File: src/rtl/branch_resolver.sv
// Branch resolution stage: evaluates the branch condition, checks it against
// static BTFN prediction, and issues a redirect/flush on a mispredict.
module branch_resolver #(
  parameter int XLEN  = 32,
  parameter int CNT_W = 32
) (
  input  logic             clk,
  input  logic             rst,
  input  logic             br_valid,
  output logic             br_ready,
  input  logic [2:0]       br_func,
  input  logic [XLEN-1:0]  br_a,
  input  logic [XLEN-1:0]  br_b,
  input  logic [XLEN-1:0]  br_pc,
  input  logic [XLEN-1:0]  br_imm,
  output logic             redir_valid,
  input  logic             redir_ready,
  output logic [XLEN-1:0]  redir_pc,
  output logic             flush,
  output logic             illegal,
  output logic [CNT_W-1:0] cnt_branch,
  output logic [CNT_W-1:0] cnt_mispred
);

  typedef enum logic [1:0] {IDLE, EVAL, REDIRECT} state_t;

  state_t          state, state_nxt;
  logic [2:0]      func_q;
  logic [XLEN-1:0] a_q, b_q, pc_q, imm_q;
  logic            eq, lt, ltu, taken, legal, mispred;

  localparam logic [CNT_W-1:0] CNT_MAX = {CNT_W{1'b1}};

  always_comb begin
    eq    = (a_q == b_q);
    lt    = ($signed(a_q) < $signed(b_q));
    ltu   = (a_q < b_q);
    taken = 1'b0;
    legal = 1'b1;
    case (func_q)
      3'd0:    taken = eq;
      3'd1:    taken = !eq;
      3'd4:    taken = lt;
      3'd5:    taken = !lt;
      3'd6:    taken = ltu;
      3'd7:    taken = !ltu;
      default: legal = 1'b0;
    endcase
    // Backward branches (negative offset) are predicted taken.
    mispred = legal && (taken != imm_q[XLEN-1]);
  end

  always_ff @(posedge clk) begin
    if (rst) state <= IDLE;
    else     state <= state_nxt;
  end

  always_comb begin
    state_nxt = state;
    case (state)
      IDLE:     if (br_valid) state_nxt = EVAL;
      EVAL:     state_nxt = mispred ? REDIRECT : IDLE;
      REDIRECT: if (redir_ready) state_nxt = IDLE;
      default:  state_nxt = IDLE;
    endcase
  end

  assign br_ready    = (state == IDLE);
  assign redir_valid = (state == REDIRECT);

  always_ff @(posedge clk) begin
    if (rst) begin
      func_q      <= '0;
      a_q         <= '0;
      b_q         <= '0;
      pc_q        <= '0;
      imm_q       <= '0;
      redir_pc    <= '0;
      flush       <= 1'b0;
      illegal     <= 1'b0;
      cnt_branch  <= '0;
      cnt_mispred <= '0;
    end else begin
      flush   <= 1'b0;
      illegal <= 1'b0;
      if (state == IDLE && br_valid) begin
        func_q <= br_func;
        a_q    <= br_a;
        b_q    <= br_b;
        pc_q   <= br_pc;
        imm_q  <= br_imm;
      end
      if (state == EVAL) begin
        if (!legal) begin
          illegal <= 1'b1;
        end else begin
          if (cnt_branch != CNT_MAX) cnt_branch <= cnt_branch + CNT_W'(1);
          if (mispred) begin
            if (cnt_mispred != CNT_MAX) cnt_mispred <= cnt_mispred + CNT_W'(1);
            redir_pc <= taken ? (pc_q + imm_q) : (pc_q + XLEN'(4));
            // Flush is raised only on entry to REDIRECT, so it is a single pulse.
            flush    <= 1'b1;
          end
        end
      end
    end
  end

endmodule

File: config.mk
export PLATFORM = sky130hd
export DESIGN_NAME = branch_resolver
export DESIGN_NICKNAME = d
export VERILOG_FILES = /design/src/rtl/branch_resolver.sv
export SDC_FILE = /design/constraint.sdc
export NUM_CORES = 1
export LEC_CHECK = 0
export CAP_MARGIN = 40
export CORE_ASPECT_RATIO = 0.75
export CORE_MARGIN = 8
export CORE_UTILIZATION = 37
export DETAILED_ROUTE_END_ITERATION = 8
export REMOVE_ABC_BUFFERS = 1
export SYNTH_ARGS = -nofsm -noshare
export SYNTH_HDL_FRONTEND = slang
export SYNTH_SLANG_ARGS = --single-unit
File: constraint.sdc
create_clock -name clk -period 9.76 [get_ports clk]
set_input_delay 2.44 -clock clk [delete_from_list [all_inputs] [get_ports clk]]
set_output_delay 2.44 -clock clk [all_outputs]
set_load 0.01 [all_outputs]
* After elaboration in Yosys (flattened, before gate mapping) *
Index checks and enable logic that the tools add are counted.

storage, ports and cells
  output and inout port bits = 100
  bits of input ports = 135
  word-level logic and storage cells = 55
  register bits after elaboration = 231

operators by class
  add/subtract/negate cells = 4
  reductions and logical operators = 14
  bitwise operators = 2
  eq/ne operators = 13
  order comparisons = 2
  multiplexer cells = 9

operator list
  kind                                                                    number
  32-bit by 1-bit adder with 32-bit output (second input constant)        2
  32-bit < comparator                                                     2
  32-bit != test (second input constant)                                  2
  32-bit by 3-bit adder with 32-bit output (second input constant)        1
  32-bit adder                                                            1
  32-bit equality test                                                    1
  32-bit 2-to-1 mux                                                       1
  3-bit equality test (second input constant)                             4
  2-bit 2-to-1 mux                                                        3
  1-bit case mux with 6 select lines                                      1
  2-bit case mux with 3 select lines                                      1
  3-bit AND reduction                                                     2
  6-bit OR reduction                                                      1
  4-bit AND reduction                                                     1
  3-bit by 1-bit equality test with 1-bit output (second input constant)  1
  1-bit zero test                                                         3
  3-bit zero test                                                         1
  1-bit 2-to-1 mux                                                        3
  3-bit OR reduction                                                      1
  2-bit by 1-bit equality test with 1-bit output (second input constant)  1
  2-bit equality test (second input constant)                             1
  1-bit logical AND                                                       2
  2-bit zero test                                                         1
  2-bit by 1-bit != test with 1-bit output (second input constant)        1
  5 further kinds                                                         6

* Longest topological paths before layout *
Gate-level depths: netlist (run 1).

  word-level depth = 7
  gate-level depth with buffers = 14
  depth with buffers taken out = 12

* Worst setup path before layout (run 1) *
Ideal clock, no wire load.

  path kind = in2reg
  start = input br_valid
  end = register a_q[0]
  data required time = 9.690 ns
  path buffers = 3
  data arrival time = 3.418 ns
  cell stages on the path = 6
  setup slack = 6.272 ns
  library setup time = 0.070 ns
  cells stage by stage = and2_1 clkbuf_1 clkbuf_1 clkbuf_1 nand2_1 a21oi_1

on the way
  word-level cells in the longest chain between the ends = 1

ends and longest elaborated chain
  element               line  source
  start, declared       9     input logic br_valid,
  1-bit logical AND     86    if (state == IDLE && br_valid) begin
  end signal, assigned  88    a_q <= br_a;
  end, declared         29    logic [XLEN-1:0] a_q, b_q, pc_q, imm_q;

No other way between the ends.
A chain may end at the register's enable or synchronous reset.

* Worst setup path in the final report (run 1) *
  start = register state[1]
  end = output br_ready

on the way
  word-level cells in the longest chain between the ends = 1

ends and longest elaborated chain
  element                 line  source
  start, declared         27    state_t state, state_nxt;
  start signal, assigned  55    else state <= state_nxt;
  2-bit zero test         68    assign br_ready = (state == IDLE);
  end, declared           10    output logic br_ready,

No other way between the ends.

==> flow_metrics.env, run 1 <==
export IMPL_drt_iter0_drc=592
export IMPL_final_cell_area_um2=15500
export IMPL_crit_start="state[1]"
export IMPL_n_antenna_cell=0
export IMPL_wl_per_cell_um=16.2
export IMPL_avgSynthCellArea_um2=7.75
export IMPL_synth_distinct_cells=63
export IMPL_whs_path_depth=2
export IMPL_cts_repair_resized=0
export IMPL_dr_pass1_iters=5
export IMPL_num_io_pins=235
export IMPL_layout_nets=1940
export IMPL_cts_hold_buf=0
export IMPL_synth_seq_area_share=0.387
export IMPL_finClkSkew_ns=0.00906
export IMPL_crit_type="reg2out"
export IMPL_ctsRootBufferMaster="clkbuf_16"
export IMPL_core_um2=32100
export IMPL_reg2regPathDepth=12
export IMPL_num_vias=11300
export IMPL_crit_path_max_incr_delay_ns=0.60
export IMPL_synth_top_cell_by_area="dfxtp_1"
export IMPL_instances_no_fill=2170
export IMPL_synth_async_sr_flop_share=0
export IMPL_start_util=0.373
export IMPL_cp_required_ns=7.32
export IMPL_min_path_type="reg2reg"
export IMPL_numClockSinks=231
export IMPL_yosysTopAreaCellShare=0.387
export IMPL_cts_made_buffers=26
export IMPL_grt_pass1_vias=11000
export IMPL_drc=0
export IMPL_hold_slack_ns=0.454
export IMPL_place_inst=2122
export IMPL_synth_seq_cells=231
export IMPL_antenna_found_initial=8
export IMPL_final_core_util=0.482
export IMPL_ctsHtreeMaxLevel=1
export IMPL_start_kind="flop"
export IMPL_cts_path_max_buffers=3
export IMPL_drive_above_1_share=0.0438
export IMPL_drv_slew=0
export IMPL_ir_drop_mv=0.103
export IMPL_cp_slowest_cell="clkdlybuf4s50_1"
export IMPL_grt_pass1_wl_um=56800
export IMPL_status="completed"
export IMPL_cp_end_kind="output port"
export IMPL_path_clk_slew_ns=0.06
export IMPL_period_needed_ns=4.18
export IMPL_mostFrequentLayoutCell="nand2_1"
export IMPL_clk_latency_ns=0.54
export IMPL_cts_tree="built"
export IMPL_grt_overflow=0
export IMPL_worstMarginPinSlew_ns=0.797
export IMPL_path_cells="nor2_1, clkdlybuf4s50_1"
export IMPL_totalWireLength_um=35300
export IMPL_final_cell_mix="344 x nand2_1, 233 x clkdlybuf4s50_1, 231 x dfxtp_1, 203 x a21oi_1, 102 x nor2_1"
export IMPL_tns_ns=0
export IMPL_critical_path_arrival_ns=1.74
export IMPL_rsz0062_at_grt="false"
export IMPL_netlist_area_um2=12000
export IMPL_ys_flop_type="dfxtp_1"
export IMPL_max_cap_viol_count=0
export IMPL_p_leak_nw=5.84
export IMPL_synth_area_leaders="dfxtp_1 39%, nand2_1 11%, a21oi_1 8.5%"
export IMPL_hold_viol_final=0
export IMPL_maxSlewHeadroom=0.468
export IMPL_grt_max_degree=102
export IMPL_fin_crit_sh=0.428
export IMPL_min_delay_start="b_q[31]"
export IMPL_die_h_um=172
export IMPL_area_delta_synth_final_pct=29.5
export IMPL_rows=57
export IMPL_viasPerCell=5.19
export IMPL_grt_usage=0.178
export IMPL_numPortBuffers=234
export IMPL_ant_nets=0
export IMPL_place_area_um2=14600
export IMPL_dieWidth_um=224
export IMPL_fmax_mhz=239
export IMPL_setup_viol=0
export IMPL_die_area_um2=38400
export IMPL_worstReg2RegStart="b_q[30]"
export IMPL_yosysWarnings=0
export IMPL_globalplace_congestion=0.844
export IMPL_powerDensity_nw_per_um2=152
export IMPL_synth_edf_count=0
export IMPL_post_cts_buffers=0
export IMPL_worstPathMaxFanout=3
export IMPL_postSynthCellCount=1542
export IMPL_place_hpwl_um=25200
## synth_stat cells (all sizes together), types with 9 or more instances
cell	count
nand2	345
dfxtp	231
a21oi	203
nor2	102
ha	66
clkbuf	64
inv	54
nand3	46
o21ai	42
xor2	42
xnor2	37
nand4	32
nor3	28
nor2b	18
o211ai	17
and3	16
mux2	16
a21o	15
or3	15
and4	13
buf	13
nor4	13
a211oi	12
a31oi	10
and2	9
nand2b	9
## power by group
part,total [W],internal [W],switching [W]
logic,0.000340,0.000152,0.000188
clock network,0.000988,0.000584,0.000405
registers,0.00102,0.000985,0.0000337
## final cells by class
cell class	instances	area, µm²
Clock buffer	36	738
Clock inverter	11	129
Fill cell	3250	16600
Inverter	54	203
Multi-Input combinational cell	1180	6850
Sequential cell	231	4620
Tap cell	413	517
Timing Repair Buffer	245	2430
## cell families (layout without fill, tap and decap cells)
kind of cell,count (synthesis),after routing,synth area share
and+or+nand+nor,663,663,0.251
AOI/OAI and AO/OA,349,349,0.171
DFF,231,231,0.387
buffers and inverters,131,346,0.0429
xor gates and xnor gates,79,79,0.0579
adders and majority gates,67,67,0.0707
muxes,22,22,0.0204
## final timing paths
kind	slack, ns	to
worst max register to register	5.68	cnt_mispred[23]
worst min-delay path	0.45	b_q[31]
worst max-delay path	5.58	br_ready
worst min register to register	0.45	b_q[31]
## per-layer routing
| layer | vias to the layer above | GRT usage | wire [µm] |
|---|---|---|---|
| met5 | - | 0 | 97 |
| met4 | 16 | 0.0374 | 711 |
| met3 | 60 | 0.0520 | 2440 |
| met2 | 253 | 0.282 | 15200 |
| met1 | 5187 | 0.239 | 16800 |
| li1 | 5742 | - | - |
## flip-flops by register name, indices dropped and copies added, names as in the netlist, 3 cells and up
signal,cells
a_q,32
cnt_branch,32
imm_q,32
redir_pc,32
pc_q,32
func_q,3
cnt_mispred,32
b_q,32
## worst max-delay path: cells and delay by family, from the launching register on
| family | cells | cell delay (ns) |
|---|---|---|
| buf+inv | 1 | 0.60 |
| simple gates | 1 | 0.27 |
| flops | 1 | 0.33 |
## stage by stage
stage          worst slack (ns)  power [W]
2_1_floorplan              4.78    0.00123
3_3_place_gp               5.09    0.00137
3_5_place_dp               5.05    0.00138
4_1_cts                    5.54    0.00238
5_1_grt                    5.33    0.00247
6_report                   5.58    0.00235
Note: power is estimated with default switching activity, not from simulation.
==> run 2, diff against run 1 <==
==> constraint.sdc (replaced) <==
create_clock -name clk -period 4.1 [get_ports clk]
set_input_delay 1.025 -clock clk [delete_from_list [all_inputs] [get_ports clk]]
set_output_delay 1.025 -clock clk [all_outputs]
set_load 0.01 [all_outputs]
==> flow_metrics.env, run 2 (synthesis results as in run 1) <==
export IMPL_crit_cells=12
export IMPL_grt_max_degree=107
export IMPL_fin_crit_sh=0.932
export IMPL_drv_slew=0
export IMPL_r2r_slack_ns=0.28
export IMPL_grt_overflow=0
export IMPL_area_delta_synth_final_pct=31.1
export IMPL_post_cts_buffers=0
export IMPL_r2r_end="cnt_mispred[27]"
export IMPL_setup_viol=0
export IMPL_viasPerCell=5.14
export IMPL_critical_path_arrival_ns=4.24
export IMPL_die_area_um2=38400
export IMPL_path_buf_inv=2
export IMPL_grt_usage=0.178
export IMPL_totalWireLength_um=35200
export IMPL_multi_input_area_um2=6850
export IMPL_crit_path_max_incr_delay_ns=0.56
export IMPL_cts_repair_resized=0
export IMPL_wl_per_cell_um=16.1
export IMPL_drive_above_1_share=0.0504
export IMPL_seqCellArea_um2=4620
export IMPL_cts_tree="built"
export IMPL_antenna_found_initial=8
export IMPL_maxSlewHeadroom=0.566
export IMPL_numClockSinks=231
export IMPL_mostFrequentLayoutCell="nand2_1"
export IMPL_path_clk_slew_ns=0.06
export IMPL_cts_hold_buf=0
export IMPL_fmax_mhz=262
export IMPL_critPathCapture="cnt_mispred[27]"
export IMPL_reg2regPathDepth=12
export IMPL_place_inst=2133
export IMPL_grt_pass1_vias=10900
export IMPL_use_met2=0.278
export IMPL_num_vias=11200
export IMPL_place_hpwl_um=26000
export IMPL_die_h_um=172
export IMPL_pre_cts_ws_ns=0.217
export IMPL_use_met1=0.243
export IMPL_cts_made_buffers=25
export IMPL_worstMarginPinSlew_ns=0.645
export IMPL_grt_pass1_wl_um=56800
export IMPL_worst_slack_ns=0.279
export IMPL_core_um2=32100
export IMPL_dieWidth_um=224
export IMPL_use_met3=0.0487
export IMPL_ctsRootBufferMaster="clkbuf_16"
export IMPL_start_kind="flop"
export IMPL_hold_viol_final=0
export IMPL_drt_iter0_drc=617
export IMPL_ctsHtreeMaxLevel=1
export IMPL_path_delay_family="simple AND/OR/NAND/NOR gates"
export IMPL_rsz0062_at_grt="false"
export IMPL_busiest_layer="met2"
export IMPL_num_io_pins=235
export IMPL_clk_latency_ns=0.54
export IMPL_final_cell_mix="344 x nand2_1, 233 x clkdlybuf4s50_1, 231 x dfxtp_1, 203 x a21oi_1, 102 x nor2_1"
export IMPL_status="completed"
export IMPL_period_needed_ns=3.82
export IMPL_fill_cells=3176
export IMPL_p_leak_nw=5.94
export IMPL_start_util=0.373
export IMPL_powerDensity_nw_per_um2=366
export IMPL_ir_drop_mv=0.268
export IMPL_layout_nets=1949
export IMPL_cp_required_ns=4.52
export IMPL_min_path_type="reg2reg"
export IMPL_worstReg2RegStart="b_q[30]"
export IMPL_p_total_w=0.00574
export IMPL_path_cells="inv_1, ha_1, a21oi_1, nand2_1, a221o_1, a211o_1, or4b_1, and3_2, buf_4, mux2i_4, nand4_1, mux2_2"
export IMPL_worstPathMaxFanout=15
export IMPL_cp_end_kind="flop"
export IMPL_cts_path_max_buffers=3
export IMPL_crit_start="b_q[30]"
export IMPL_globalplace_congestion=0.840
export IMPL_numPortBuffers=234
export IMPL_ant_nets=0
export IMPL_cp_slowest_cell="or4b_1"
export IMPL_finClkSkew_ns=0.0125
export IMPL_drc=0
export IMPL_instances_no_fill=2180
export IMPL_max_cap_viol_count=0
export IMPL_rows=57
export IMPL_crit_type="reg2reg"
export IMPL_dr_pass1_iters=7
## run 2: routing by layer
metal / routed length [µm] / up-vias
met5: 91 / -
met2: 15000 / 241
met1: 17200 / 5132
li1: - / 5759
met3: 2120 / 61
met4: 697 / 14
## run 2: final cells by class
| cell class | instances | share of cell area |
|---|---|---|
| antenna | 1 | 0.000160 |
| clock buffer | 35 | 0.0468 |
| clock inverter | 11 | 0.0120 |
| inverter | 54 | 0.0129 |
| multi-input combinational | 1180 | 0.437 |
| sequential | 231 | 0.295 |
| tap | 413 | 0.0330 |
| timing repair buffer | 255 | 0.164 |
## run 2: worst min path at each step
stage | startpoint | endpoint | slack (ns) | cells past startpoint
after floorplan | a_q[0] | a_q[0] | 0.43 | 2
after global placement | b_q[28] | b_q[28] | 0.44 | 2
after detailed placement | b_q[17] | b_q[17] | 0.45 | 2
after CTS | b_q[2] | b_q[2] | 0.46 | 2
after global routing | b_q[2] | b_q[2] | 0.47 | 2
final | b_q[2] | b_q[2] | 0.45 | 2
## run 2: through the flow
stage / cell area (µm²) / TNS, ns / hold WS, ns / utilization
6_report: 15700 / 0 / 0.453 / 0.489
5_1_grt: 15700 / 0 / 0.467 / 0.489
4_1_cts: 15700 / 0 / 0.456 / 0.488
3_5_place_dp: 14800 / 0 / 0.447 / 0.460
3_3_place_gp: 14800 / 0 / 0.443 / 0.460
2_1_floorplan: 11600 / -3.76 / 0.430 / -
## run 2: tightest hold or removal path, cell delays in order, from the launching register on
cell and delay (ns):
dfxtp_1 0.31, nand2_1 0.05, a21oi_1 0.05
## run 2: report_power, final
| group | total, W | switching (W) | leakage [nW] | internal [W] |
|---|---|---|---|---|
| sequential | 0.00243 | 0.0000829 | 1.88 | 0.00234 |
| clock | 0.00249 | 0.000928 | 0.457 | 0.00156 |
| combinational | 0.000828 | 0.000450 | 3.60 | 0.000378 |
| total | 0.00574 | 0.00146 | 5.94 | 0.00428 |
==> run 3, diff against run 2 <==
--- a/config.mk
+++ b/config.mk
@@ -10,6 +10,7 @@
 export CORE_MARGIN = 8
 export CORE_UTILIZATION = 37
 export DETAILED_ROUTE_END_ITERATION = 8
+export PLACE_DENSITY = 0.57
 export REMOVE_ABC_BUFFERS = 1
 export SYNTH_ARGS = -nofsm -noshare
 export SYNTH_HDL_FRONTEND = slang
==> flow_metrics.env, run 3 (synthesis results as in run 1) <==
export IMPL_cts_made_buffers=26
export IMPL_drc=0
export IMPL_p_seq_frac=0.421
export IMPL_num_vias=11200
export IMPL_r2r_end="redir_pc[0]"
export IMPL_reg2regPathDepth=13
export IMPL_maxSlewHeadroom=0.440
export IMPL_grt_usage=0.180
export IMPL_finClkSkew_ns=0.0124
export IMPL_post_cts_buffers=0
export IMPL_mostFrequentLayoutCell="nand2_1"
export IMPL_status="completed"
export IMPL_core_um2=32100
export IMPL_grt_pass1_vias=10800
export IMPL_seqCellArea_um2=4620
export IMPL_globalplace_congestion=0.847
export IMPL_multi_input_area_um2=6850
export IMPL_start_util=0.373
export IMPL_final_cell_mix="344 x nand2_1, 233 x clkdlybuf4s50_1, 231 x dfxtp_1, 203 x a21oi_1, 102 x nor2_1"
export IMPL_p_int_w=0.00429
export IMPL_clk_latency_ns=0.54
export IMPL_powerDensity_nw_per_um2=368
export IMPL_path_clk_slew_ns=0.06
export IMPL_dr_pass1_iters=4
export IMPL_place_hpwl_um=26300
export IMPL_numClockSinks=231
export IMPL_totalWireLength_um=35800
export IMPL_cp_end_kind="flop"
export IMPL_drt_iter0_drc=658
export IMPL_setup_viol=0
export IMPL_min_delay_start="redir_pc[1]"
export IMPL_cp_slowest_cell="or4b_1"
export IMPL_cp_required_ns=4.54
export IMPL_p_leak_nw=5.95
export IMPL_fmax_mhz=270
export IMPL_path_common_cell="buf_4"
export IMPL_cts_repair_resized=0
export IMPL_fin_crit_sh=0.905
export IMPL_switching_power_w=0.00148
export IMPL_tns_ns=0
export IMPL_cts_tree="built"
export IMPL_min_path_type="reg2reg"
export IMPL_ir_drop_mv=0.316
export IMPL_start_kind="flop"
export IMPL_drive_above_1_share=0.0503
export IMPL_comb_power_share=0.144
export IMPL_area_delta_synth_final_pct=31.2
export IMPL_n_antenna_cell=0
export IMPL_path_cells="inv_1, ha_1, a21oi_1, nand2_1, a221o_1, a211o_1, or4b_1, and3_1, buf_4, mux2i_4, buf_4, nor2_1, a311oi_1"
export IMPL_min_to="redir_pc[1]"
export IMPL_crit_type="reg2reg"
export IMPL_die_h_um=172
export IMPL_whs_path_depth=2
export IMPL_num_io_pins=235
export IMPL_fill_cells=3184
export IMPL_max_cap_viol_count=0
export IMPL_cts_path_max_buffers=3
export IMPL_instances_no_fill=2181
export IMPL_ant_nets=0
export IMPL_rows=57
export IMPL_rsz0062_at_grt="false"
export IMPL_hold_slack_ns=0.452
export IMPL_hold_viol_final=0
export IMPL_ctsHtreeMaxLevel=1
export IMPL_r2r_slack_ns=0.39
export IMPL_clock_power_share=0.435
export IMPL_worstReg2RegStart="b_q[30]"
export IMPL_grt_overflow=0
export IMPL_place_inst=2134
export IMPL_grt_pass1_wl_um=57100
export IMPL_period_needed_ns=3.71
export IMPL_final_core_util=0.489
export IMPL_viasPerCell=5.14
export IMPL_dieWidth_um=224
export IMPL_worstPathMaxFanout=19
export IMPL_worstMarginPinSlew_ns=0.841
export IMPL_ctsRootBufferMaster="clkbuf_16"
export IMPL_cts_hold_buf=0
export IMPL_swShare=0.257
export IMPL_grt_max_degree=122
export IMPL_layout_nets=1951
export IMPL_die_area_um2=38400
export IMPL_wl_per_cell_um=16.4
export IMPL_crit_path_max_incr_delay_ns=0.56
export IMPL_critical_path_arrival_ns=4.15
export IMPL_numPortBuffers=234
export IMPL_drv_slew=0
export IMPL_antenna_found_initial=10
run 3: cell count changes in the layout (fill, tap and decap cells not counted), moves of 2 or more:
cell / previous run / this run
buf_4: 16 / 18
bufinv_16: 5 / 3
clkbuf_16: 25 / 27
clkbuf_8: 7 / 10
run 3: worst max path at each step:
stage / from / endpoint / slack [ns] / depth (start not counted)
global route: b_q[30] / redir_pc[3] / 0.14 / 13
CTS: b_q[30] / cnt_mispred[17] / 0.40 / 11
floorplan: b_q[30] / cnt_mispred[13] / -0.32 / 11
global placement: b_q[19] / cnt_mispred[17] / 0.45 / 11
finish: b_q[30] / redir_pc[0] / 0.39 / 13
detailed placement: b_q[30] / cnt_mispred[17] / 0.41 / 11
run 3: power groups by stage:
| stage | Sequential, W | Clock [W] | Combinational (W) |
|---|---|---|---|
| 2_1_floorplan | 0.00246 | 0 | 0.000464 |
| 3_3_place_gp | 0.00247 | 0 | 0.000829 |
| 3_5_place_dp | 0.00248 | 0 | 0.000834 |
| 4_1_cts | 0.00243 | 0.00258 | 0.000838 |
| 5_1_grt | 0.00244 | 0.00266 | 0.000935 |
| 6_report | 0.00243 | 0.00251 | 0.000829 |
run 3: layout make-up:
class	instances	area share
repair buffers	256	0.163
clock buffers	41	0.0528
clock inverters	6	0.00670
multi-input cells	1180	0.437
inverters	54	0.0129
well taps	413	0.0329
flip-flops and latches	231	0.295
run 3: through the flow:
step | cell area (µm²) | power, W | setup WS, ns
6_report | 15700 | 0.00576 | 0.390
5_1_grt | 15700 | 0.00604 | 0.137
4_1_cts | 15700 | 0.00584 | 0.400
3_5_place_dp | 14800 | 0.00331 | 0.409
3_3_place_gp | 14800 | 0.00330 | 0.446
2_1_floorplan | 11600 | 0.00292 | -0.322
run 3: critical path: cells and delay by family, from the launching register on:
| family | cells | cell delay, ns |
|---|---|---|
| compound gates | 4 | 1.05 |
| simple gates | 4 | 0.95 |
| buf+inv | 3 | 0.60 |
| mux | 1 | 0.37 |
| flops | 1 | 0.33 |
| fa+ha+maj | 1 | 0.31 |
run 3: layer usage:
metal | GRT usage | up-vias | routed length [µm] | part of all wire
met1 | 0.248 | 5147 | 17600 | 0.49
met3 | 0.0533 | 65 | 2230 | 0.062
li1 | - | 5769 | - | -
met2 | 0.275 | 201 | 15100 | 0.42
met4 | 0.0360 | 20 | 649 | 0.018
met5 | 0 | - | 123 | 0.0034
